## config.mk

```make
export PLATFORM = sky130hd
export DESIGN_NAME = spi_mem_arbiter
export DESIGN_NICKNAME = d
export VERILOG_FILES = /design/src/rtl/spi_mem_arbiter_pkg.sv /design/src/rtl/spi_mem_arbiter_rr_arb2.sv /design/src/rtl/spi_mem_arbiter.sv
export SDC_FILE = /design/constraint.sdc
export NUM_CORES = 1
export LEC_CHECK = 0
export ABC_AREA = 0
export CAP_MARGIN = 10
export CORE_MARGIN = 2
export CORE_UTILIZATION = 42
export CTS_CLUSTER_DIAMETER = 80
export CTS_CLUSTER_SIZE = 25
export DETAILED_ROUTE_END_ITERATION = 10
export GPL_ROUTABILITY_DRIVEN = 0
export GPL_TIMING_DRIVEN = 0
export PLACE_DENSITY = 0.85
export SYNTH_ARGS = -nofsm -noshare
export SYNTH_HDL_FRONTEND = slang
export SYNTH_HIERARCHICAL = 1
export SYNTH_SLANG_ARGS = --single-unit
```

## constraint.sdc

```tcl
create_clock -name clk -period 4.56 [get_ports clk]
set_input_delay 0.912 -clock clk [delete_from_list [all_inputs] [get_ports clk]]
set_output_delay 0.912 -clock clk [all_outputs]
set_load 0.05 [all_outputs]
```

## src/rtl/spi_mem_arbiter_pkg.sv

```systemverilog
// rtl/spi_mem_arbiter_pkg.sv - shared types and constants for the SPI/host memory arbiter
// Contents:
//   ADDR_W_DEF / DATA_W_DEF : default address and data widths
//   state_e                 : arbiter FSM states (IDLE, ACCESS, RESP)
//   OWN_SPI / OWN_HOST      : owner encodings
package spi_mem_arbiter_pkg;

  localparam int ADDR_W_DEF = 7;
  localparam int DATA_W_DEF = 16;

  typedef enum logic [1:0] {
    IDLE   = 2'd0,
    ACCESS = 2'd1,
    RESP   = 2'd2
  } state_e;

  localparam logic OWN_SPI  = 1'b0;
  localparam logic OWN_HOST = 1'b1;

endpackage

```

## src/rtl/spi_mem_arbiter_rr_arb2.sv

```systemverilog
// rtl/spi_mem_arbiter_rr_arb2.sv - two-way round-robin requester selection
// Ports:
//   spi_req_i      : SPI-side request
//   host_req_i     : host-side request
//   last_owner_i   : requester granted most recently (OWN_SPI / OWN_HOST)
//   grant_valid_o  : at least one request is pending
//   grant_owner_o  : selected requester, valid when grant_valid_o is high
module rr_arb2
  import spi_mem_arbiter_pkg::*;
(
  input  logic spi_req_i,
  input  logic host_req_i,
  input  logic last_owner_i,
  output logic grant_valid_o,
  output logic grant_owner_o
);

  always_comb begin
    grant_valid_o = spi_req_i | host_req_i;
    grant_owner_o = last_owner_i;
    if (spi_req_i && host_req_i) begin
      // Contention: the side that did not win last time goes next.
      grant_owner_o = ~last_owner_i;
    end else if (host_req_i) begin
      grant_owner_o = OWN_HOST;
    end else if (spi_req_i) begin
      grant_owner_o = OWN_SPI;
    end
  end

endmodule

```

## src/rtl/spi_mem_arbiter.sv

```systemverilog
// rtl/spi_mem_arbiter.sv - arbitrates SPI and host requesters onto one single-port memory
// Ports:
//   clk, reset                  : clock, synchronous active-high reset
//   spi_req/rwb/add/wdata       : SPI request (rwb=1 read, 0 write)
//   spi_ack, spi_rdata          : SPI completion pulse and read result
//   host_req/rwb/add/wdata      : host request
//   host_ack, host_rdata        : host completion pulse and read result
//   mem_add, mem_data_in        : latched address / write data to memory
//   mem_rwb                     : memory strobe, 0 = write this cycle
//   mem_data_out                : combinational read data from memory
//   busy                        : FSM not IDLE
//   owner                       : current or last granted requester (0=SPI, 1=host)
module spi_mem_arbiter
  import spi_mem_arbiter_pkg::*;
#(
  parameter int ADDR_W = ADDR_W_DEF,
  parameter int DATA_W = DATA_W_DEF
) (
  input  logic              clk,
  input  logic              reset,
  input  logic              spi_req,
  input  logic              spi_rwb,
  input  logic [ADDR_W-1:0] spi_add,
  input  logic [DATA_W-1:0] spi_wdata,
  output logic              spi_ack,
  output logic [DATA_W-1:0] spi_rdata,
  input  logic              host_req,
  input  logic              host_rwb,
  input  logic [ADDR_W-1:0] host_add,
  input  logic [DATA_W-1:0] host_wdata,
  output logic              host_ack,
  output logic [DATA_W-1:0] host_rdata,
  output logic [ADDR_W-1:0] mem_add,
  output logic [DATA_W-1:0] mem_data_in,
  output logic              mem_rwb,
  input  logic [DATA_W-1:0] mem_data_out,
  output logic              busy,
  output logic              owner
);

  state_e            state_q, state_d;
  logic              owner_q, owner_d;
  logic              rwb_q, rwb_d;
  logic [ADDR_W-1:0] add_q, add_d;
  logic [DATA_W-1:0] wdata_q, wdata_d;
  logic [DATA_W-1:0] spi_rdata_q, spi_rdata_d;
  logic [DATA_W-1:0] host_rdata_q, host_rdata_d;

  logic grant_valid;
  logic grant_owner;

  rr_arb2 u_rr_arb2 (
    .spi_req_i     (spi_req),
    .host_req_i    (host_req),
    .last_owner_i  (owner_q),
    .grant_valid_o (grant_valid),
    .grant_owner_o (grant_owner)
  );

  logic rd_resp;
  assign rd_resp = (state_q == RESP) && rwb_q;

  always_comb begin
    state_d      = state_q;
    owner_d      = owner_q;
    rwb_d        = rwb_q;
    add_d        = add_q;
    wdata_d      = wdata_q;
    spi_rdata_d  = spi_rdata_q;
    host_rdata_d = host_rdata_q;
    case (state_q)
      IDLE: begin
        if (grant_valid) begin
          state_d = ACCESS;
          owner_d = grant_owner;
          // Snapshot the winner's request so later input changes cannot leak in.
          if (grant_owner == OWN_HOST) begin
            rwb_d   = host_rwb;
            add_d   = host_add;
            wdata_d = host_wdata;
          end else begin
            rwb_d   = spi_rwb;
            add_d   = spi_add;
            wdata_d = spi_wdata;
          end
        end
      end
      ACCESS: state_d = RESP;
      RESP: begin
        state_d = IDLE;
        if (rwb_q) begin
          if (owner_q == OWN_HOST) host_rdata_d = mem_data_out;
          else                     spi_rdata_d  = mem_data_out;
        end
      end
      default: state_d = IDLE;
    endcase
  end

  always_ff @(posedge clk) begin
    if (reset) begin
      state_q      <= IDLE;
      owner_q      <= OWN_HOST;
      rwb_q        <= 1'b1;
      add_q        <= '0;
      wdata_q      <= '0;
      spi_rdata_q  <= '0;
      host_rdata_q <= '0;
    end else begin
      state_q      <= state_d;
      owner_q      <= owner_d;
      rwb_q        <= rwb_d;
      add_q        <= add_d;
      wdata_q      <= wdata_d;
      spi_rdata_q  <= spi_rdata_d;
      host_rdata_q <= host_rdata_d;
    end
  end

  assign busy        = (state_q != IDLE);
  assign owner       = owner_q;
  assign mem_add     = add_q;
  assign mem_data_in = wdata_q;
  // Reset overrides the strobe immediately so a write caught mid-ACCESS never lands.
  assign mem_rwb     = reset | ~((state_q == ACCESS) & ~rwb_q);
  assign spi_ack     = ~reset & (state_q == RESP) & (owner_q == OWN_SPI);
  assign host_ack    = ~reset & (state_q == RESP) & (owner_q == OWN_HOST);
  // Read data is forwarded during the ack cycle and held in the register afterwards.
  assign spi_rdata   = (rd_resp && owner_q == OWN_SPI)  ? mem_data_out : spi_rdata_q;
  assign host_rdata  = (rd_resp && owner_q == OWN_HOST) ? mem_data_out : host_rdata_q;

endmodule
```

==> results of run 1 <==
power by group through the flow:
stage                     Combinational (uW)  Sequential (uW)  Clock, uW
after floorplan                          158              667          0
after global placement                   404              578          0
after detailed placement                 407              580          0
after CTS                                410              570        476
after global routing                     431              574        496
final                                    407              570        467
area by class of cell:
type	instances	area [um2]	area share, %
clock buffer	13	159	3.97
timing repair buffer	126	1260	31.5
inverter	1	3.75	0.0939
sequential	59	1180	29.5
tap	72	90.1	2.25
clock inverter	2	35.0	0.876
buffer	18	85.1	2.13
multi-input combinational	151	1180	29.6
through the flow:
| stage | hold slack [ps] | std cells | util (%) |
|---|---|---|---|
| 6_report | 496 | 442 | 71.7 |
| 5_1_grt | 528 | 442 | 71.7 |
| 4_1_cts | 498 | 442 | 71.7 |
| 3_5_place_dp | 491 | 427 | 68.2 |
| 3_3_place_gp | 486 | 427 | 68.2 |
| 2_1_floorplan | 515 | 229 | - |
registers in the layout, summed over array words and instances, names as in the netlist:
| register | count |
|---|---|
| spi_rdata_q | 16 |
| mem_add | 7 |
| host_rdata_q | 16 |
| state_q | 2 |
| rwb_q | 1 |
| owner | 1 |
| mem_data_in | 16 |
placed cells by master (no fill, tap or decap), drive strengths merged:
master,instances
nand4b,1
a211oi,24
nor4bb,1
and4bb,1
nand2b,1
nor3b,2
nor3,1
dfxtp,59
nor2,26
inv,1
a21oi,3
nor4b,1
mux2,32
bufinv,1
or2,1
buf,9
clkbuf,22
clkdlybuf4s50,126
mux2i,24
nor2b,33
clkinv,1
kinds of logic after synthesis:
family | Yosys count
AOI/OAI and AO/OA | 27
buffers and inverters | 19
DFF | 59
muxes | 56
and+or+nand+nor | 68
worst paths after layout:
kind                            slack, ps        endpoint      startpoint  cells after the start
worst max-delay path                 1080        host_ack           reset                      4
worst max register to register       2850           rwb_q           owner                      6
worst min register to register        500  mem_data_in[4]  mem_data_in[4]                      2
worst min-delay path                  500  mem_data_in[4]  mem_data_in[4]                      2
per-layer routing:
| layer | global-route usage, % | wire (um) |
|---|---|---|
| met1 | 23.1 | 2620 |
| met2 | 35.8 | 3100 |
| met3 | 10.2 | 753 |
| met4 | 8.64 | 85 |
| met5 | 0 | 0 |
worst max-delay path: cells and delay by family:
family | cells | cell delay (ps)
and+or+nand+nor | 1 | 320
buffers and inverters | 3 | 1330
synth_stat cells (all sizes together) (2+ instances only):
cell and instances:
dfxtp 59, nor2b 33, mux2 32, nor2 26, a211oi 24, mux2i 24, buf 9, clkbuf 9
a21oi 3, nor3b 2
==> reports/qor.csv, run 1 <==
metric,value,unit
status,"finished, final reports clean",
startpoint_type,primary input,
io_buffer_count,126,
clock_skew,4.33,ps
timing.fmax,287,MHz
fp.dieH,80.4,um
ctsResizeCount,0,
worstPathRequired,3650,ps
p_comb_share,28.2,%
worstPathMaxFanout,10,
pre_cts_slack,1060,ps
wirelength,6560,um
seqPwrFrac,39.5,%
synth_top_family_by_area,multiplexers,
synth_area_leader_cell,dfxtp_1,
clock_sinks,59,
finalHoldViolations,0,
placed_cell_area,3800,um2
core_area,5570,um2
drtPass1Iterations,5,
yosys_most_used_dff,dfxtp_1,
pwr-share-clk,32.4,%
via_per_inst,4.95,
yosys_register_bits,59,
dp_hpwl,4980,um
switchingPower,445,uW
synth.distinct_cells,20,
worst_slew_pin_slew,558,ps
path_cells,clkbuf_1 > clkbuf_1 > nor4bb_1 > clkdlybuf4s50_1,
period_needed,3480,ps
cts_tree,built,
io_pins,128,
synthXorXnorAreaFrac,0,%
n_fill_cell,416,
power_leakage,0.00162,uW
synth_simple_gate_area_share,15.6,%
grtUsageTotal,21.4,%
yosys_warnings,6,
synth_compound_area_share,7.96,%
htreeDepth,3,
syn_area_per_cell,10.7,um2
grt_pass1_vias,2194,
rsz0062_at_grt,no,
synth-edff-count,0,
syn_to_final_growth,63.0,%
rows,27,
grt_max_degree,11,
drt_iter0_drc,42,
ir_drop,0.277,mV
path_class,in -> out,
ant_nets,0,
vias,2187,
final.setup.tns,0,ps
fin_nets,434,
critical_path_arrival,2570,ps
timing.slew.headroom,62.7,%
antenna_found_initial,0,
finalPower,1440,uW
maxCapViolations,0,
diodes,0,
root_buffer,clkbuf_8,
synth_adder_area_share,0,%
layout-drive-gt1-share,14.9,%
worst_slack,1080,ps
setup_viol,0,
netlist_area,2450,um2
async_flop_share,0,%
drc_errors,0,
critPathSlowestCell,clkdlybuf4s50_1,
clk-insertion-delay-late,330,ps
powerDensity,361,nW/um2
cts-buffers-inserted,9,
die_area,6470,um2
final_cell_area,4000,um2
cts_setup_buffers,0,
clk_path_buf_depth,2,
syn_inst,229,
ctsHoldBuffers,0,
yosysSeqAreaShare,48.2,%
switching_share,30.8,%
hold_class,reg -> reg,
cpPeakStageDelay,870,ps
syn_nets,297,
path_common_cell,clkbuf_1,
die_x,80.4,um
p_int,999,uW
period_share,76.4,%
synth_area_leaders,"dfxtp_1, mux2_2, mux2i_1, nor2b_1, a211oi_1",
end_kind,primary output,
clk_pin_slew_worst_paths,60,ps
grt_pass1_wl,10400,um
wl_per_cell,14.8,um
overflow,0,
finalMaxSlewViolations,0,
muxShareOfSynthArea,24.6,%
synth_top_area_share,48.2,%
start_util,44.0,%
(Power assumes the default switching activity.)
==> inputs of run 2 (changes only) <==
- CORE_UTILIZATION: 42 -> 35
- PLACE_DENSITY: 0.85 -> 0.75
- clock period: 4.56 -> 2.9 ns (I/O delays scaled with it)
==> run 2 against run 1 <==
Effect of this change:
- count of clock-buffer cells in the layout is 1 higher
- wire length is 0.47% higher
- register-to-register slack worse by 1700 ps
- global-route usage is 3.8 points lower
- final cell count is 5.7% higher
- largest cell class unchanged
==> reports/qor.csv, run 2 (synthesized netlist as in run 1, its figures left out) <==
metric,value,unit
cts_tree,built,
setup_viol,0,
worst_slew_pin_slew,546,ps
n_fill_cell,634,
vias,2172,
finalMaxSlewViolations,0,
ant_nets,0,
wirelength,6590,um
dp_hpwl,5030,um
switching_share,32.1,%
ir_drop,0.257,mV
drtPass1Iterations,4,
timing.fmax,360,MHz
switchingPower,700,uW
fp.dieH,87.7,um
cts-buffers-inserted,9,
wl_per_cell,14.1,um
seqPwrFrac,41.1,%
syn_to_final_growth,63.5,%
rsz0062_at_grt,no,
period_share,95.8,%
ctsHoldBuffers,0,
end_kind,primary output,
htreeDepth,3,
status,"finished, final reports clean",
die_x,87.7,um
startpoint_type,primary input,
maxCapViolations,0,
final.setup.tns,0,ps
r2r-end,mem_add[3],
grtUsageTotal,17.6,%
worstPathMaxFanout,10,
pwr-share-clk,30.0,%
overflow,0,
via_per_inst,4.65,
hold_slack,499,ps
die_area,7690,um2
hold_class,reg -> reg,
r2r_slack,1180,ps
p_comb_share,28.9,%
critical_path_arrival,2200,ps
grt_pass1_wl,10400,um
clock_sinks,59,
cp-startpoint,reset,
io_pins,128,
core_area,6790,um2
fin_nets,434,
clk_pin_slew_worst_paths,60,ps
r2r_start,owner,
start_util,36.1,%
powerDensity,543,nW/um2
clk-insertion-delay-late,330,ps
diodes,0,
worstPathRequired,2320,ps
antenna_found_initial,0,
root_buffer,clkbuf_8,
period_needed,2780,ps
io_buffer_count,126,
final_cell_mix,"clkdlybuf4s50_1, dfxtp_1, nor2b_1, mux2_2, nor2_1",
path_class,in -> out,
p_int,1480,uW
endpoint,spi_ack,
drc_errors,0,
timing.slew.headroom,63.5,%
grt_pass1_vias,2231,
layout_commonest_cell,clkdlybuf4s50_1,
clock_skew,9.68,ps
rows,30,
clk_path_buf_depth,2,
finalPower,2180,uW
reg2reg_depth,6,
finalHoldViolations,0,
drt_iter0_drc,38,
power_leakage,0.00189,uW
layout-drive-gt1-share,16.2,%
grt_max_degree,11,
run 2: stage by stage:
step | cells | instance area (um2) | setup WS [ps] | utilization, %
2_1_floorplan | 229 | 2460 | 355 | -
3_3_place_gp | 451 | 3850 | 58.4 | 56.6
3_5_place_dp | 451 | 3850 | 66.4 | 56.6
4_1_cts | 467 | 3990 | 11.4 | 58.8
5_1_grt | 467 | 4010 | 0.546 | 59.0
6_report | 467 | 4010 | 121 | 59.0
run 2: area by class of cell:
class                   instances  area (um2)  area share [%]
repair buffers                126        1250            31.2
multi-input cells             151        1190            29.8
flip-flops and latches         59        1180            29.5
clock buffers                  14         163            4.06
well taps                      96         120            3.00
plain buffers                  18        85.1            2.12
clock inverters                 2        10.0           0.250
inverters                       1        3.75          0.0936
run 2: what timing repair did:
action	CTS	global route
cloned	0	0
setup endpoints to repair	20	14
resized for setup	20	17
setup buffers	0	0
run 2: critical path, stage by stage:
cell and delay, ps:
clkbuf_1 170, clkbuf_1 300, nor4b_2 270, clkdlybuf4s50_1 870
run 2: power by group through the flow:
stage	Combinational, uW	Sequential [uW]	Clock (uW)
final	629	897	653
after CTS	637	897	667
after global routing	666	903	718
after floorplan	250	1050	0
after global placement	641	910	0
after detailed placement	643	913	0
run 2: how the worst min path moves through the flow:
stage / start / endpoint / slack (ps) / cells after the start
finish: mem_data_in[4] / mem_data_in[4] / 500 / 2
detailed placement: mem_add[0] / mem_add[0] / 490 / 2
floorplan: state_q[1] / state_q[1] / 520 / 1
global placement: mem_data_in[1] / mem_data_in[1] / 490 / 2
CTS: mem_data_in[4] / mem_data_in[4] / 500 / 2
global route: mem_data_in[4] / mem_data_in[4] / 520 / 2
run 2: routing by layer:
layer / wire length (um) / global-route usage, %
met4: 104 / 7.27
met1: 2870 / 19.2
met2: 3000 / 30.1
met5: 0 / 0
met3: 618 / 7.16
